===== src/rtl/alu_framer_pkg.sv =====
// Shared types and defaults for the ALU result framer.
package alu_framer_pkg;

   localparam int unsigned DEF_DATA_W    = 32;
   localparam int unsigned DEF_DEPTH     = 32;
   localparam int unsigned DEF_LEN_W     = 5;
   localparam int unsigned DEF_LQ_DEPTH  = 4;
   localparam int unsigned DEF_BP_MARGIN = 3;

   typedef enum logic [1:0] {
      ST_IDLE    = 2'd0,
      ST_PENDING = 2'd1,
      ST_FRAMING = 2'd2
   } fsm_state_e;

   // Occupancy counters carry one extra bit so a full FIFO never reads as empty.
   function automatic int unsigned occ_w(input int unsigned depth);
      return 32'($clog2(depth)) + 32'd1;
   endfunction

endpackage


===== src/rtl/alu_pframer_if.sv =====
// Length-request, ALU-write and framed-output signals of the framer.
interface alu_pframer_if #(
   parameter int unsigned DATA_W = 32,
   parameter int unsigned LEN_W  = 5
);
   logic [LEN_W-1:0]  len_in;
   logic              len_val;
   logic              len_rdy;
   logic [DATA_W-1:0] alu_data;
   logic              alu_ready;
   logic              frame_bp;
   logic              frame_val;
   logic              frame_rdy;
   logic [DATA_W-1:0] frame_data;
   logic              frame_sof;
   logic              frame_eof;
   logic              ovf_err;
   logic              len_err;

   modport master (
      output len_in, len_val, alu_data, alu_ready, frame_rdy,
      input  len_rdy, frame_bp, frame_val, frame_data, frame_sof, frame_eof, ovf_err, len_err
   );

   modport slave (
      input  len_in, len_val, alu_data, alu_ready, frame_rdy,
      output len_rdy, frame_bp, frame_val, frame_data, frame_sof, frame_eof, ovf_err, len_err
   );
endinterface


===== src/rtl/alu_sync_fifo.sv =====
// Show-ahead synchronous FIFO; a push while full is taken only alongside a pop.
module alu_sync_fifo
   import alu_framer_pkg::*;
#(
   parameter int unsigned WIDTH = 32,
   parameter int unsigned DEPTH = 32
) (
   input  logic                  clk,
   input  logic                  rst_n,
   input  logic                  i_push,
   input  logic                  i_pop,
   input  logic [WIDTH-1:0]      i_data,
   output logic [WIDTH-1:0]      o_data_c,
   output logic                  o_full_c,
   output logic                  o_empty_c,
   output logic [$clog2(DEPTH):0] o_count
);
   localparam int unsigned PTR_W = $clog2(DEPTH);
   localparam int unsigned OCC_W = occ_w(DEPTH);

   logic [WIDTH-1:0] r_mem [DEPTH];
   logic [PTR_W-1:0] r_wr_ptr;
   logic [PTR_W-1:0] r_rd_ptr;
   logic [OCC_W-1:0] r_count;
   logic             w_do_push;
   logic             w_do_pop;

   assign o_full_c  = (r_count == OCC_W'(DEPTH));
   assign o_empty_c = (r_count == '0);
   assign o_data_c  = r_mem[r_rd_ptr];
   assign o_count   = r_count;
   assign w_do_pop  = i_pop && !o_empty_c;
   assign w_do_push = i_push && (!o_full_c || w_do_pop);

   always_ff @(posedge clk) begin
      if (w_do_push) r_mem[r_wr_ptr] <= i_data;
   end

   always_ff @(posedge clk or negedge rst_n) begin
      if (!rst_n) begin
         r_wr_ptr <= '0;
         r_rd_ptr <= '0;
         r_count  <= '0;
      end else begin
         if (w_do_push) r_wr_ptr <= r_wr_ptr + PTR_W'(1);
         if (w_do_pop)  r_rd_ptr <= r_rd_ptr + PTR_W'(1);
         r_count <= r_count + OCC_W'(w_do_push) - OCC_W'(w_do_pop);
      end
   end

endmodule


===== src/rtl/alu_pframer.sv =====
// Buffers ALU words and emits one SOF/EOF-marked frame per queued length request.
module alu_pframer
   import alu_framer_pkg::*;
#(
   parameter int unsigned DATA_W    = DEF_DATA_W,
   parameter int unsigned DEPTH     = DEF_DEPTH,
   parameter int unsigned LEN_W     = DEF_LEN_W,
   parameter int unsigned LQ_DEPTH  = DEF_LQ_DEPTH,
   parameter int unsigned BP_MARGIN = DEF_BP_MARGIN
) (
   input logic          clk,
   input logic          rst_n,
   alu_pframer_if.slave io_bus
);
   localparam int unsigned OCC_W    = occ_w(DEPTH);
   localparam int unsigned LQ_OCC_W = occ_w(LQ_DEPTH);
   localparam int unsigned CMP_W    = (OCC_W > LEN_W) ? OCC_W : LEN_W;
   localparam int unsigned BP_LEVEL = DEPTH - BP_MARGIN;

   fsm_state_e          r_state;
   fsm_state_e          w_state_nxt;
   logic [LEN_W-1:0]    r_remain;
   logic                r_first;
   logic                r_val;
   logic                r_sof;
   logic                r_eof;
   logic [DATA_W-1:0]   r_data;
   logic                r_ovf;
   logic                r_len_err;
   logic                r_bp;
   logic                r_len_rdy;

   logic [DATA_W-1:0]   w_dq_rdata;
   logic                w_dq_full;
   logic                w_dq_empty;
   logic [OCC_W-1:0]    w_dq_cnt;
   logic [LEN_W-1:0]    w_lq_data;
   logic                w_lq_full;
   logic                w_lq_empty;
   logic [LQ_OCC_W-1:0] w_lq_cnt;
   logic [LQ_OCC_W-1:0] w_lq_cnt_nxt;
   logic                w_lq_push;
   logic                w_lq_pop;
   logic                w_dq_pop;
   logic                w_drop;
   logic                w_out_ld;
   logic                w_len_zero;
   logic                w_len_big;
   logic                w_len_fits;
   logic                w_len_bad;
   logic                w_load_len;

   alu_sync_fifo #(.WIDTH(DATA_W), .DEPTH(DEPTH)) u_data_fifo (
      .clk(clk), .rst_n(rst_n),
      .i_push(io_bus.alu_ready), .i_pop(w_dq_pop), .i_data(io_bus.alu_data),
      .o_data_c(w_dq_rdata), .o_full_c(w_dq_full), .o_empty_c(w_dq_empty), .o_count(w_dq_cnt)
   );

   alu_sync_fifo #(.WIDTH(LEN_W), .DEPTH(LQ_DEPTH)) u_len_fifo (
      .clk(clk), .rst_n(rst_n),
      .i_push(w_lq_push), .i_pop(w_lq_pop), .i_data(io_bus.len_in),
      .o_data_c(w_lq_data), .o_full_c(w_lq_full), .o_empty_c(w_lq_empty), .o_count(w_lq_cnt)
   );

   assign w_lq_push    = io_bus.len_val && !w_lq_full;
   assign w_lq_cnt_nxt = w_lq_cnt + LQ_OCC_W'(w_lq_push) - LQ_OCC_W'(w_lq_pop);
   assign w_out_ld     = !r_val || io_bus.frame_rdy;
   assign w_dq_pop     = (r_state == ST_FRAMING) && w_out_ld && !w_dq_empty;
   assign w_drop       = io_bus.alu_ready && w_dq_full && !w_dq_pop;
   assign w_len_zero   = (w_lq_data == '0);
   assign w_len_big    = (CMP_W'(w_lq_data) > CMP_W'(DEPTH));
   assign w_len_fits   = (CMP_W'(w_dq_cnt) >= CMP_W'(w_lq_data));

   // Next-state: lengths are classified as they leave the queue in IDLE.
   always_comb begin
      w_state_nxt = r_state;
      w_lq_pop    = 1'b0;
      w_len_bad   = 1'b0;
      w_load_len  = 1'b0;
      case (r_state)
         ST_IDLE: begin
            if (!w_lq_empty) begin
               w_lq_pop = 1'b1;
               if (w_len_big) begin
                  w_len_bad = 1'b1;
               end else if (!w_len_zero) begin
                  w_load_len  = 1'b1;
                  w_state_nxt = w_len_fits ? ST_FRAMING : ST_PENDING;
               end
            end
         end
         ST_PENDING: begin
            if (CMP_W'(w_dq_cnt) >= CMP_W'(r_remain)) w_state_nxt = ST_FRAMING;
         end
         ST_FRAMING: begin
            if (w_dq_pop && (r_remain == LEN_W'(1))) w_state_nxt = ST_IDLE;
         end
         default: w_state_nxt = ST_IDLE;
      endcase
   end

   always_ff @(posedge clk or negedge rst_n) begin
      if (!rst_n) r_state <= ST_IDLE;
      else        r_state <= w_state_nxt;
   end

   // Frame bookkeeping, output beat register and status flags.
   always_ff @(posedge clk or negedge rst_n) begin
      if (!rst_n) begin
         r_remain  <= '0;
         r_first   <= 1'b0;
         r_val     <= 1'b0;
         r_sof     <= 1'b0;
         r_eof     <= 1'b0;
         r_data    <= '0;
         r_ovf     <= 1'b0;
         r_len_err <= 1'b0;
         r_bp      <= 1'b0;
         r_len_rdy <= 1'b1;
      end else begin
         r_len_err <= w_len_bad;
         r_bp      <= (w_dq_cnt >= OCC_W'(BP_LEVEL));
         r_len_rdy <= (w_lq_cnt_nxt != LQ_OCC_W'(LQ_DEPTH));
         if (w_drop) r_ovf <= 1'b1;
         if (w_load_len) begin
            r_remain <= w_lq_data;
            r_first  <= 1'b1;
         end else if (w_dq_pop) begin
            r_remain <= r_remain - LEN_W'(1);
            r_first  <= 1'b0;
         end
         if (w_dq_pop) begin
            r_val  <= 1'b1;
            r_data <= w_dq_rdata;
            r_sof  <= r_first;
            r_eof  <= (r_remain == LEN_W'(1));
         end else if (r_val && io_bus.frame_rdy) begin
            r_val <= 1'b0;
            r_sof <= 1'b0;
            r_eof <= 1'b0;
         end
      end
   end

   assign io_bus.len_rdy    = r_len_rdy;
   assign io_bus.frame_bp   = r_bp;
   assign io_bus.frame_val  = r_val;
   assign io_bus.frame_data = r_data;
   assign io_bus.frame_sof  = r_sof;
   assign io_bus.frame_eof  = r_eof;
   assign io_bus.ovf_err    = r_ovf;
   assign io_bus.len_err    = r_len_err;

endmodule


===== src/flat_wrapper.sv =====
// flat-port wrapper written by rule: the top's interface ports become plain ports
module alu_pframer_flat import alu_framer_pkg::*;
#(
   parameter int unsigned DATA_W    = DEF_DATA_W,
   parameter int unsigned DEPTH     = DEF_DEPTH,
   parameter int unsigned LEN_W     = DEF_LEN_W,
   parameter int unsigned LQ_DEPTH  = DEF_LQ_DEPTH,
   parameter int unsigned BP_MARGIN = DEF_BP_MARGIN
)
  (clk, rst_n, io_bus_len_in, io_bus_len_val, io_bus_alu_data, io_bus_alu_ready, io_bus_frame_rdy, io_bus_len_rdy, io_bus_frame_bp, io_bus_frame_val, io_bus_frame_data, io_bus_frame_sof, io_bus_frame_eof, io_bus_ovf_err, io_bus_len_err);
  alu_pframer_if #(.DATA_W(DATA_W), .LEN_W(LEN_W)) io_bus_i ();
  input logic clk;
  input logic rst_n;
  input wire logic [$bits(io_bus_i.len_in)-1:0] io_bus_len_in;
  input wire logic [$bits(io_bus_i.len_val)-1:0] io_bus_len_val;
  input wire logic [$bits(io_bus_i.alu_data)-1:0] io_bus_alu_data;
  input wire logic [$bits(io_bus_i.alu_ready)-1:0] io_bus_alu_ready;
  input wire logic [$bits(io_bus_i.frame_rdy)-1:0] io_bus_frame_rdy;
  output wire logic [$bits(io_bus_i.len_rdy)-1:0] io_bus_len_rdy;
  output wire logic [$bits(io_bus_i.frame_bp)-1:0] io_bus_frame_bp;
  output wire logic [$bits(io_bus_i.frame_val)-1:0] io_bus_frame_val;
  output wire logic [$bits(io_bus_i.frame_data)-1:0] io_bus_frame_data;
  output wire logic [$bits(io_bus_i.frame_sof)-1:0] io_bus_frame_sof;
  output wire logic [$bits(io_bus_i.frame_eof)-1:0] io_bus_frame_eof;
  output wire logic [$bits(io_bus_i.ovf_err)-1:0] io_bus_ovf_err;
  output wire logic [$bits(io_bus_i.len_err)-1:0] io_bus_len_err;
  assign io_bus_i.len_in = io_bus_len_in;
  assign io_bus_i.len_val = io_bus_len_val;
  assign io_bus_i.alu_data = io_bus_alu_data;
  assign io_bus_i.alu_ready = io_bus_alu_ready;
  assign io_bus_i.frame_rdy = io_bus_frame_rdy;
  assign io_bus_len_rdy = io_bus_i.len_rdy;
  assign io_bus_frame_bp = io_bus_i.frame_bp;
  assign io_bus_frame_val = io_bus_i.frame_val;
  assign io_bus_frame_data = io_bus_i.frame_data;
  assign io_bus_frame_sof = io_bus_i.frame_sof;
  assign io_bus_frame_eof = io_bus_i.frame_eof;
  assign io_bus_ovf_err = io_bus_i.ovf_err;
  assign io_bus_len_err = io_bus_i.len_err;
  alu_pframer #(.DATA_W(DATA_W), .DEPTH(DEPTH), .LEN_W(LEN_W), .LQ_DEPTH(LQ_DEPTH), .BP_MARGIN(BP_MARGIN)) u_core (.clk(clk), .rst_n(rst_n), .io_bus(io_bus_i));
endmodule

===== config.mk =====
export PLATFORM = sky130hd
export DESIGN_NAME = alu_pframer_flat
export DESIGN_NICKNAME = d
export VERILOG_FILES = /design/src/rtl/alu_framer_pkg.sv /design/src/rtl/alu_pframer_if.sv /design/src/rtl/alu_sync_fifo.sv /design/src/rtl/alu_pframer.sv /design/src/flat_wrapper.sv
export SDC_FILE = /design/constraint.sdc
export NUM_CORES = 1
export LEC_CHECK = 0
export ABC_AREA = 1
export BUFFER_PORTS_ARGS = -buffer_cell sky130_fd_sc_hd__buf_2
export CAP_MARGIN = 20
export CORE_ASPECT_RATIO = 1.2
export CORE_MARGIN = 5
export CORE_UTILIZATION = 44
export CTS_CLUSTER_DIAMETER = 40
export DETAILED_ROUTE_END_ITERATION = 8
export GPL_TIMING_DRIVEN = 0
export PLACE_DENSITY = 0.61
export SLEW_MARGIN = 30
export SYNTH_ARGS = -nofsm -noshare
export SYNTH_HDL_FRONTEND = slang
export SYNTH_SLANG_ARGS = --single-unit

===== constraint.sdc =====
create_clock -name clk -period 5.3 [get_ports clk]
set_clock_uncertainty 0.1 [all_clocks]
set_input_delay 1.06 -clock clk [delete_from_list [all_inputs] [get_ports clk]]
set_output_delay 1.06 -clock clk [all_outputs]
set_load 0.1 [all_outputs]

Word level (Yosys, flattened, before mapping) --
Memories as Yosys holds them, arrays and structs flattened. A register that Yosys moved wholly into a read port is not among the register bits. Cells that the tools add are included.
Storage, ports and cells: word-level logic and storage cells 100, memories kept 2, RAM bits 1044, register bits after elaboration 38
Cells by class: mux-type cells 28, order comparisons 4, add/subtract/negate cells 11, equality and inequality tests 11, reductions and logical operators 28
Memories:
- u_core.u_data_fifo.r_mem | words 32, width 32, rd ports 1, clocked after memory_dff 1, wr ports 1, line alu_sync_fifo.sv:21 | logic [WIDTH-1:0] r_mem [DEPTH];
- u_core.u_len_fifo.r_mem | words 4, width 5, rd ports 1, clocked after memory_dff 0, wr ports 1, line alu_sync_fifo.sv:21
Operators by type and width (number):
- 1-bit 2-to-1 mux | 19
- 6-bit by 5-bit >= comparator with 1-bit output | 2
- 2-bit 2-to-1 mux | 6
- 1-bit logical AND | 11
- 5-bit by 1-bit adder with 5-bit output, second input constant | 2
- 5-bit 2-to-1 mux | 2
- 2-bit != test, second input constant | 4
- 1-bit logical NOT | 7
- 3-bit by 1-bit adder with 3-bit output | 2
- 6-bit by 1-bit adder with 6-bit output | 1
- 6-bit == test, second input constant | 1
- 6-bit by 5-bit >= comparator with 1-bit output, second input constant | 1
- 5-bit by 6-bit > comparator with 1-bit output, second input constant | 1
- 6-bit logical NOT | 1
- 2-bit one-hot mux with 3 select lines | 1
- 3-bit by 1-bit subtractor with 3-bit output | 2
- 6-bit by 1-bit subtractor with 6-bit output | 1
- 5-bit by 1-bit == test with 1-bit output, second input constant | 1
- 5-bit logical NOT | 1
- 5-bit AND reduction | 1
- 5-bit by 1-bit subtractor with 5-bit output, second input constant | 1
- 2-bit by 1-bit adder with 2-bit output, second input constant | 2
- 2-bit nonzero test | 2
- 3-bit == test, second input constant | 1
- other kinds (7) | 9

Logic depth before layout (Yosys ltp) --
Gate-level depths: netlist (run 1).
depth after elaboration 9, depth in mapped cells 16

Cells and area by module --
Synthesis (run 1) repeated with hierarchy kept, for this count alone.
Unflattened totals: cells, all modules 4457, area, all modules 47529.3 um^2
By module, submodules not included:
- alu_sync_fifo (u_core.u_data_fifo) | area each 44001.0 um^2, instances 1, cells an instance 4070, seq. area each 31149.9 um^2
- alu_pframer | area each 2317.2 um^2, instances 1, cells an instance 280, seq. area each 1152.4 um^2
- alu_sync_fifo (u_core.u_len_fifo) | area each 1211.2 um^2, instances 1, cells an instance 107, seq. area each 775.7 um^2

Least setup slack after synthesis (run 1) --
OpenSTA, ideal clock, no wires.
kind input to register, from input port io_bus_frame_rdy, to memory u_core.u_data_fifo.r_mem[23][0], enable pin, data required time 4739 ps, cell stages on the path 6, arrival 3790 ps, slack 949 ps, path through nor2_1 -> nor2_1 -> nand2_1 -> nand2_1 -> nand2_1 -> nor3_1
Between the ends: cells in the longest elaborated chain, start to end 8
RTL lines:
- start: declaration | line flat_wrapper.sv:18 | input wire logic [$bits(io_bus_i.frame_rdy)-1:0] io_bus_frame_rdy;
- 1-bit logical OR | line alu_pframer.sv:67 | assign w_out_ld = !r_val || io_bus.frame_rdy;
- 1-bit logical AND (2 in a row) | line alu_pframer.sv:68 | assign w_dq_pop = (r_state == ST_FRAMING) && w_out_ld && !w_dq_empty;
- 1-bit logical AND | line alu_sync_fifo.sv:32 | assign w_do_pop = i_pop && !o_empty_c;
- 1-bit logical OR | line alu_sync_fifo.sv:33 | assign w_do_push = i_push && (!o_full_c || w_do_pop);
- 1-bit logical AND | line alu_sync_fifo.sv:33
- 1-bit 2-to-1 mux | line alu_sync_fifo.sv:36 | if (w_do_push) r_mem[r_wr_ptr] <= i_data;
- 1-bit 2-to-1 mux (not written as such) | line alu_sync_fifo.sv:36
- end: declaration | line alu_sync_fifo.sv:21
Every way passes these cells.

Worst setup path after layout (run 1) --
from register u_core.u_data_fifo.r_count[5], in the netlist u_core.u_data_fifo.o_count[5], to register u_core.u_data_fifo.r_count[4], in the netlist u_core.u_data_fifo.o_count[4]
Between the ends: cells in the longest elaborated chain, start to end 8, elaborated cells on any way between the ends 10, those cells by class add/sub (2); eq/ne (1); reduce/logical (7)
RTL lines:
- start: declaration | line alu_sync_fifo.sv:24 | logic [OCC_W-1:0] r_count;
- start signal: assignment | line alu_sync_fifo.sv:47 | r_count <= r_count + OCC_W'(w_do_push) - OCC_W'(w_do_pop);
- 6-bit logical NOT | line alu_sync_fifo.sv:29 | assign o_empty_c = (r_count == '0);
- 1-bit logical NOT | line alu_sync_fifo.sv:32, alu_pframer.sv:68
- 1-bit logical AND | line alu_pframer.sv:68
- 1-bit logical AND | line alu_sync_fifo.sv:32
- 1-bit logical OR | line alu_sync_fifo.sv:33
- 1-bit logical AND | line alu_sync_fifo.sv:33
- 6-bit by 1-bit adder with 6-bit output | line alu_sync_fifo.sv:47
- 6-bit by 1-bit subtractor with 6-bit output * | line alu_sync_fifo.sv:47
Every way passes the cells marked *; elsewhere a longest branch is shown, timed or not. A chain may end at the register's enable or synchronous reset.

==> run summary, run 1 <==
Crit path DAT = 4.49 ns
Clock-pin slew on the worst setup and hold paths = 0.05 ns
Predominant post-synthesis flop cell = edfxtp_1
First-pass GRT wire length = 192000 um
Largest family of logic cells by synthesized area = simple AND/OR/NAND/NOR gates
Initial antenna violation count = 7
Critical R2R Launch = u_core.u_data_fifo.o_count[5]
Synth Area in Simple Gates = 0.134
Die X = 302 um
Critical path's top delay family = buffers and inverters
Top Ports = 81
Layout Utilization = 0.523
Die area = 0.109 mm^2
Number of global-route vias before repair = 29266
Post-synthesis sequential area ratio = 0.734
Worst hold path class = input pin to asynchronous set/reset pin
Dpl ws = 0.786 ns
Layer with the highest usage = met2
FF-to-FF End = u_core.u_data_fifo.o_count[4]
Post-synth design cell area = 0.0450 mm^2
Vias/cell = 5.59
Post-cts hold buffer count = 0
Crit-path max FO = 10
Max cap viols = 0
CP Capture Point = u_core.u_data_fifo.o_count[4]
Routed Antenna Nets = 0
CP Depth = 13
Worst Reg-to-Reg Cells = 13
Die height = 360 um
Synth cell types = 34
Critical path, cell by cell = inv_1 > ha_1 > nand3_1 > nand2_1 > clkinv_1 > buf_2 > nand2_1 > nand2_1 > ha_1 > fa_1 > a21oi_1 > o21ai_0 > xor2_1
Synth Register Bits = 1113
Fmax = 0.252 GHz
Leakage = 18.6 nW
Post-Route WL = 133000 um
Top cell type's share of synthesized area = 0.696
Setup crit start = u_core.u_data_fifo.o_count[5]
Async SR Flop Fraction = 0.0620
GR Util met3 = 0.0473
WL per Instance = 24.6 um
Final setup vio count = 0
Synth Area in Compound Gates = 0.0848
Net Count, Synth = 3755
Core area = 0.102 mm^2
Met1 Use GR = 0.309
RSZ-0062 raised after global routing = no
DRT iter0 DRCs = 3613
Filler cell count = 8620
EDFF count, synth = 1044
Starting Density = 0.444
Final hold violations = 0
Gate Count Post-Synth = 3675
Pin count of the biggest net entering global routing = 48
CP most frequent cell = nand2_1
DRC viols = 0
M2 GR Usage = 0.406
Flop2flop setup slack = 1.34 ns
Total GRT Usage = 0.241
Syn-to-layout area delta = 17.9%
Avg Cell Area, Syn = 12.3 um^2
Share of layout cells above drive strength 1 = 0.129
1st-pass router iterations = 6
Post-synthesis xor/xnor area fraction = 0.00350
Total grt overflow = 0
Mux share of post-synthesis cell area = 0
Cell taking the most area after synthesis = edfxtp_1
Adder-cell share of the synthesized area = 0.0111
Slowest cell on crit path = clkinv_1
CTS tree = yes
Slew HR = 0.347
Critical Path Sink Type = register
Count leader, synth = edfxtp_1
Commonest cells in the netlist = 1044 x edfxtp_1, 731 x nor2_1, 455 x nand2_1
Status = complete, no violations
Via count = 30287
Clock Tree Root = clkbuf_16
Clk buf depth = 3
Routability cong. = 0.866
Skew-Pair Late Insertion Delay = 0.75 ns
PortBufs = 79
CP bufs+invs = 3
Row cnt = 128
Largest cells by area after synthesis = edfxtp_1 70%, nor2_1 6.1%, nand2_1 3.8%
Crit Path Category = register to register
H-Tree Level Count = 4
Post-cts sizing count = 0
Post-DP HPWL = 91800 um
Worst-Margin Slew = 0.980 ns
Setup ws final = 1.34 ns
Yosys warns = 0
Period minus WS final = 3.96 ns
Fraction of the cycle the final worst path needs = 0.748
Cell Pwr Density = 599 mW/mm^2
Peak VDD IR = 462 uV
Sink Count = 1113
Nets@finish = 4021
TritonCTS Buffers = 131
Slew Limit Fails = 0
CP Launch Type = register
Post-CTS setup buffer count = 0
WP data required = 5.82 ns
CP peak stage delay = 0.63 ns
cells by family after synthesis:
family | after synthesis
AND/OR/NAND/NOR | 1491
flip-flops | 1113
AO/OA/AOI/OAI | 695
buffers and inverters | 319
adder cells (fa/ha/maj) | 38
XOR/XNOR | 18
other | 1
area by class of cell:
cell class	instances	area, um^2	area share
flip-flops and latches	1113	33100	0.623
multi-input cells	2243	10700	0.202
clock buffers	155	3490	0.0658
repair buffers	133	1760	0.0332
well taps	1365	1710	0.0322
plain buffers	223	1090	0.0206
clock inverters	86	833	0.0157
inverters	96	360	0.00679
diodes	2	5.00	0.0000943
stage by stage:
stage / TNS (ns) / instances / hold WS, ns / area, um^2 / power [mW]
global route: 0 / 5414 / 0.0576 / 53100 / 33.2
CTS: 0 / 5414 / 0.0280 / 53100 / 31.8
floorplan: 0 / 3675 / 0.369 / 45000 / 18.2
detailed placement: 0 / 5173 / 0.362 / 48700 / 22.9
global placement: -886.07 / 5119 / 0.361 / 47100 / 22.5
finish: 0 / 5416 / 0.0684 / 53100 / 31.8
where the power goes:
part | switching (mW) | total [mW] | internal [mW]
Combinational | 8.95 | 12.0 | 3.10
Clock | 3.69 | 8.95 | 5.26
Sequential | 0.351 | 10.8 | 10.5
cells in the final DEF (no fill, tap or decap), drive strengths merged, types with 2 or more instances in the layout:
| master | count |
|---|---|
| edfxtp | 1044 |
| nor2 | 731 |
| o21ai | 491 |
| nand2 | 455 |
| nand3 | 261 |
| buf | 257 |
| clkbuf | 254 |
| o211ai | 129 |
| inv | 113 |
| a21oi | 69 |
| dfrtp | 68 |
| clkinv | 47 |
| ha | 35 |
| or2 | 33 |
| xor2 | 17 |
| clkinvlp | 12 |
| bufinv | 10 |
| nand4 | 6 |
| fa | 3 |
| diode | 2 |
| o21bai | 2 |
| nor3 | 2 |
worst min path at each step:
stage                                             from                      endpoint  slack (ns)  cells after the start
after global placement    u_core.io_bus.frame_data[12]  u_core.io_bus.frame_data[12]        0.36                      2
after detailed placement  u_core.io_bus.frame_data[12]  u_core.io_bus.frame_data[12]        0.36                      2
after CTS                                        rst_n             u_core.r_state[0]        0.03                      1
final                                            rst_n             u_core.r_state[0]        0.07                      1
after global routing                             rst_n             u_core.r_state[1]        0.06                      1
after floorplan                     u_core.r_remain[1]            u_core.r_remain[1]        0.37                      2
flip-flops by register name, summed over array words and instances, names as in the netlist, 2 cells and up:
register,cells
u_core.u_data_fifo.r_wr_ptr,5
u_core.u_len_fifo.r_rd_ptr,2
u_core.u_data_fifo.r_mem,1024
u_core.r_remain,5
u_core.u_data_fifo.o_count,6
u_core.u_len_fifo.r_wr_ptr,2
u_core.u_len_fifo.r_mem,20
u_core.io_bus.frame_data,32
u_core.u_len_fifo.o_count,3
u_core.r_state,2
u_core.u_data_fifo.r_rd_ptr,5
worst reg2reg max path, delay by kind of cell (launching register included):
kind,cells,cell delay [ns]
flops,1,0.42
simple gates,4,0.92
compound gates,2,0.24
fa+ha+maj,3,0.82
buf+inv,3,1.20
xor+xnor,1,0.15
routing by layer:
metal	part of all wire	vias up
li1	-	13627
met1	0.38	14844
met2	0.49	1465
met3	0.088	345
met4	0.039	6
met5	0.00030	-
No activity file was read; power rests on OpenSTA's default activity.
==> run 2: changes to the inputs <==
- PLACE_DENSITY: 0.61 -> 0.63
- clock period: 5.3 -> 3.2 ns (I/O delays scaled with it)
==> run 2 against run 1 <==
Effect of this change:
- routed wire length increased by 0.98%
- non-clock buffer count grew 67
- critical endpoint is now u_core.io_bus.frame_data[23]
- critical path depth down 5
- highest routed layer is now met4
- critical path type unchanged
- largest power group unchanged
- hold slack improved by 0.040 ns
- first-iteration DRC count up 7.7%
==> run summary, run 2 (same netlist as run 1, synthesis figures left out) <==
Status = complete, no violations
Max FFs per register = 1024 (unchanged)
Post-DP HPWL = 90800 um (-1.0%)
Peak VDD IR = 524 uV (+14%)
Leakage = 19.1 nW (+3.0%)
Nets@finish = 4089 (+1.7%)
DRT iter0 DRCs = 3893 (+7.7%)
P_sw = 21.7 mW (+67%)
Final hold violations = 0 (unchanged)
Vias/cell = 5.62 (+0.55%)
Starting Density = 0.444 (unchanged)
Worst hold path class = input pin to register
Logic pwr share = 0.375 (-0.004)
TritonCTS Buffers = 132 (+0.76%)
Dpl ws = -0.861 ns (-1.65 ns)
Cell Pwr Density = 999 mW/mm^2 (+67%)
Initial antenna violation count = 5 (-2)
Worst hold start = io_bus_alu_ready
Syn-to-layout area delta = 20.1%
Pin count of the biggest net entering global routing = 53 (+10%)
Core area = 0.102 mm^2 (unchanged)
Fraction of the cycle the final worst path needs = 0.978 (+0.231)
Pint = 32.3 mW (+72%)
Skew-Pair Late Insertion Delay = 0.76 ns (about the same)
Top reg by flops = u_core.u_data_fifo.r_mem
Hold EP = u_core.io_bus.ovf_err
Share of layout cells above drive strength 1 = 0.147 (+0.0175)
FF-to-FF End = u_core.io_bus.frame_data[23]
Total GRT Usage = 0.242 (+0.000713)
Fin area = 0.0541 mm^2 (+1.9%)
Crit path DAT = 3.72 ns (-0.77 ns)
Total grt overflow = 0 (unchanged)
Fmax = 0.319 GHz (+27%)
CP Launch Type = register
PortBufs = 79 (unchanged)
WP data required = 3.78 ns (-2.04 ns)
Die X = 302 um (unchanged)
Sw Share = 0.402 (-0.00645)
Clock-pin slew on the worst setup and hold paths = 0.06 ns (about the same)
Crit-path max FO = 10 (unchanged)
Via count = 30864 (+1.9%)
First-pass GRT wire length = 194000 um (+1.2%)
H-Tree Level Count = 4 (unchanged)
Crit Path Category = register to register
Most frequent cells in the layout = 1044 x edfxtp_1, 699 x nor2_1, 450 x nand2_1
Final setup vio count = 0 (unchanged)
Flop pwr share = 0.331 (-0.009)
Placed Area = 0.0487 mm^2 (-0.17%)
Most common cell after layout, fill and taps aside = edfxtp_1
Clk pwr share = 0.294 (+0.012)
Max cap viols = 0 (unchanged)
Setup ws final = 0.0692 ns (-1.27 ns)
Hold Path Stages = 3
Clk buf depth = 3 (unchanged)
Period minus WS final = 3.13 ns (-0.831 ns)
Inst Count DP = 5170 (-0.058%)
Die area = 0.109 mm^2 (unchanged)
1st-pass router iterations = 6 (unchanged)
Die height = 360 um (unchanged)
WL per Instance = 24.5 um (-0.36%)
Worst Reg-to-Reg Cells = 8 (-5)
Final std cells w/o fill = 5489 (+1.3%)
Post-Route WL = 135000 um (+0.98%)
Slew HR = 0.304 (-0.0426)
Flop2flop setup slack = 0.07 ns (-1.27 ns)
DRC viols = 0 (unchanged)
Critical R2R Launch = u_core.u_data_fifo.r_rd_ptr[0]
Clock Tree Root = clkbuf_16
Setup TNS = 0 ns (unchanged)
Routability cong. = 0.889 (+2.7%)
CTS tree = yes
Slew Limit Fails = 0 (unchanged)
Top Ports = 81 (unchanged)
Sink Count = 1113 (unchanged)
Worst-Margin Slew = 1.04 ns (+0.0639 ns)
Row cnt = 128 (unchanged)
Overall power = 54.0 mW (+70%)
Routed Antenna Nets = 0 (unchanged)
RSZ-0062 raised after global routing = no
Critical Path Sink Type = register
Number of global-route vias before repair = 29939 (+2.3%)
## run 2: cell types whose count changed in the layout (fill, tap and decap cells not counted), sizes merged, moves of 2 or more
cell         change
buf             +60
bufinv          +10
dlygate4sd3      +7
clkinv           -4
clkinvlp         -3
diode            +3
inv              -3
clkbuf           +2
## run 2: area by class of cell
class	instances	area, um^2
repair buffers	200	2380
fillers	8430	47400
plain buffers	223	1100
clock buffers	158	3590
diodes	5	12.5
clock inverters	86	1080
flip-flops and latches	1113	33100
inverters	96	369
multi-input cells	2243	10800
well taps	1365	1710
## run 2: power groups by stage
stage	clock network (mW)	registers (mW)	logic, mW
after global placement	0	18.2	18.9
after detailed placement	0	18.1	19.6
after CTS	16.0	17.9	19.9
final	15.9	17.9	20.3
after floorplan	0	19.7	10.5
after global routing	16.7	18.0	21.6
## run 2: layer usage
metal | GRT usage | share of wire
met1 | 0.304 | 0.37
met5 | 0 | 0
met4 | 0.106 | 0.042
met2 | 0.402 | 0.49
met3 | 0.0568 | 0.10
## run 2: worst max-delay path, cell delays in order (launching register included)
cell,delay (ns)
dfrtp_1,0.74
buf_6,0.27
clkdlybuf4s15_1,0.72
o21ai_0,0.20
o211ai_1,0.23
nand3_1,0.29
nand2_1,0.16
nand3_1,0.21
nand2_1,0.12
## run 2: timing repair
action	in CTS	in global routing
cloned	0	0
buffers inserted	41	22
pin swaps	21	5
resized for setup	7	7
setup endpoints to repair	998	434
hold endpoints to repair	90	0
hold buffers	7	0
## run 2: worst max path at each step
stage                                         startpoint  slack [ns]                                to
after floorplan                  u_core.io_bus.frame_val       -0.43    u_core.u_data_fifo.r_mem[0][0]
after global placement                  io_bus_frame_rdy       -2.79   u_core.u_data_fifo.r_mem[0][12]
after detailed placement                io_bus_frame_rdy       -0.86  u_core.u_data_fifo.r_mem[10][11]
after CTS                  u_core.u_data_fifo.o_count[2]      -0.002  u_core.u_data_fifo.r_mem[25][13]
after global routing      u_core.u_data_fifo.r_rd_ptr[0]        0.03      u_core.io_bus.frame_data[22]
final                     u_core.u_data_fifo.r_rd_ptr[0]        0.07      u_core.io_bus.frame_data[23]
## run 2: through the flow
stage | util | hold slack, ns
floorplan | - | 0.244
global placement | 0.464 | 0.361
detailed placement | 0.479 | 0.361
CTS | 0.530 | 0.0708
global route | 0.533 | 0.120
finish | 0.533 | 0.109
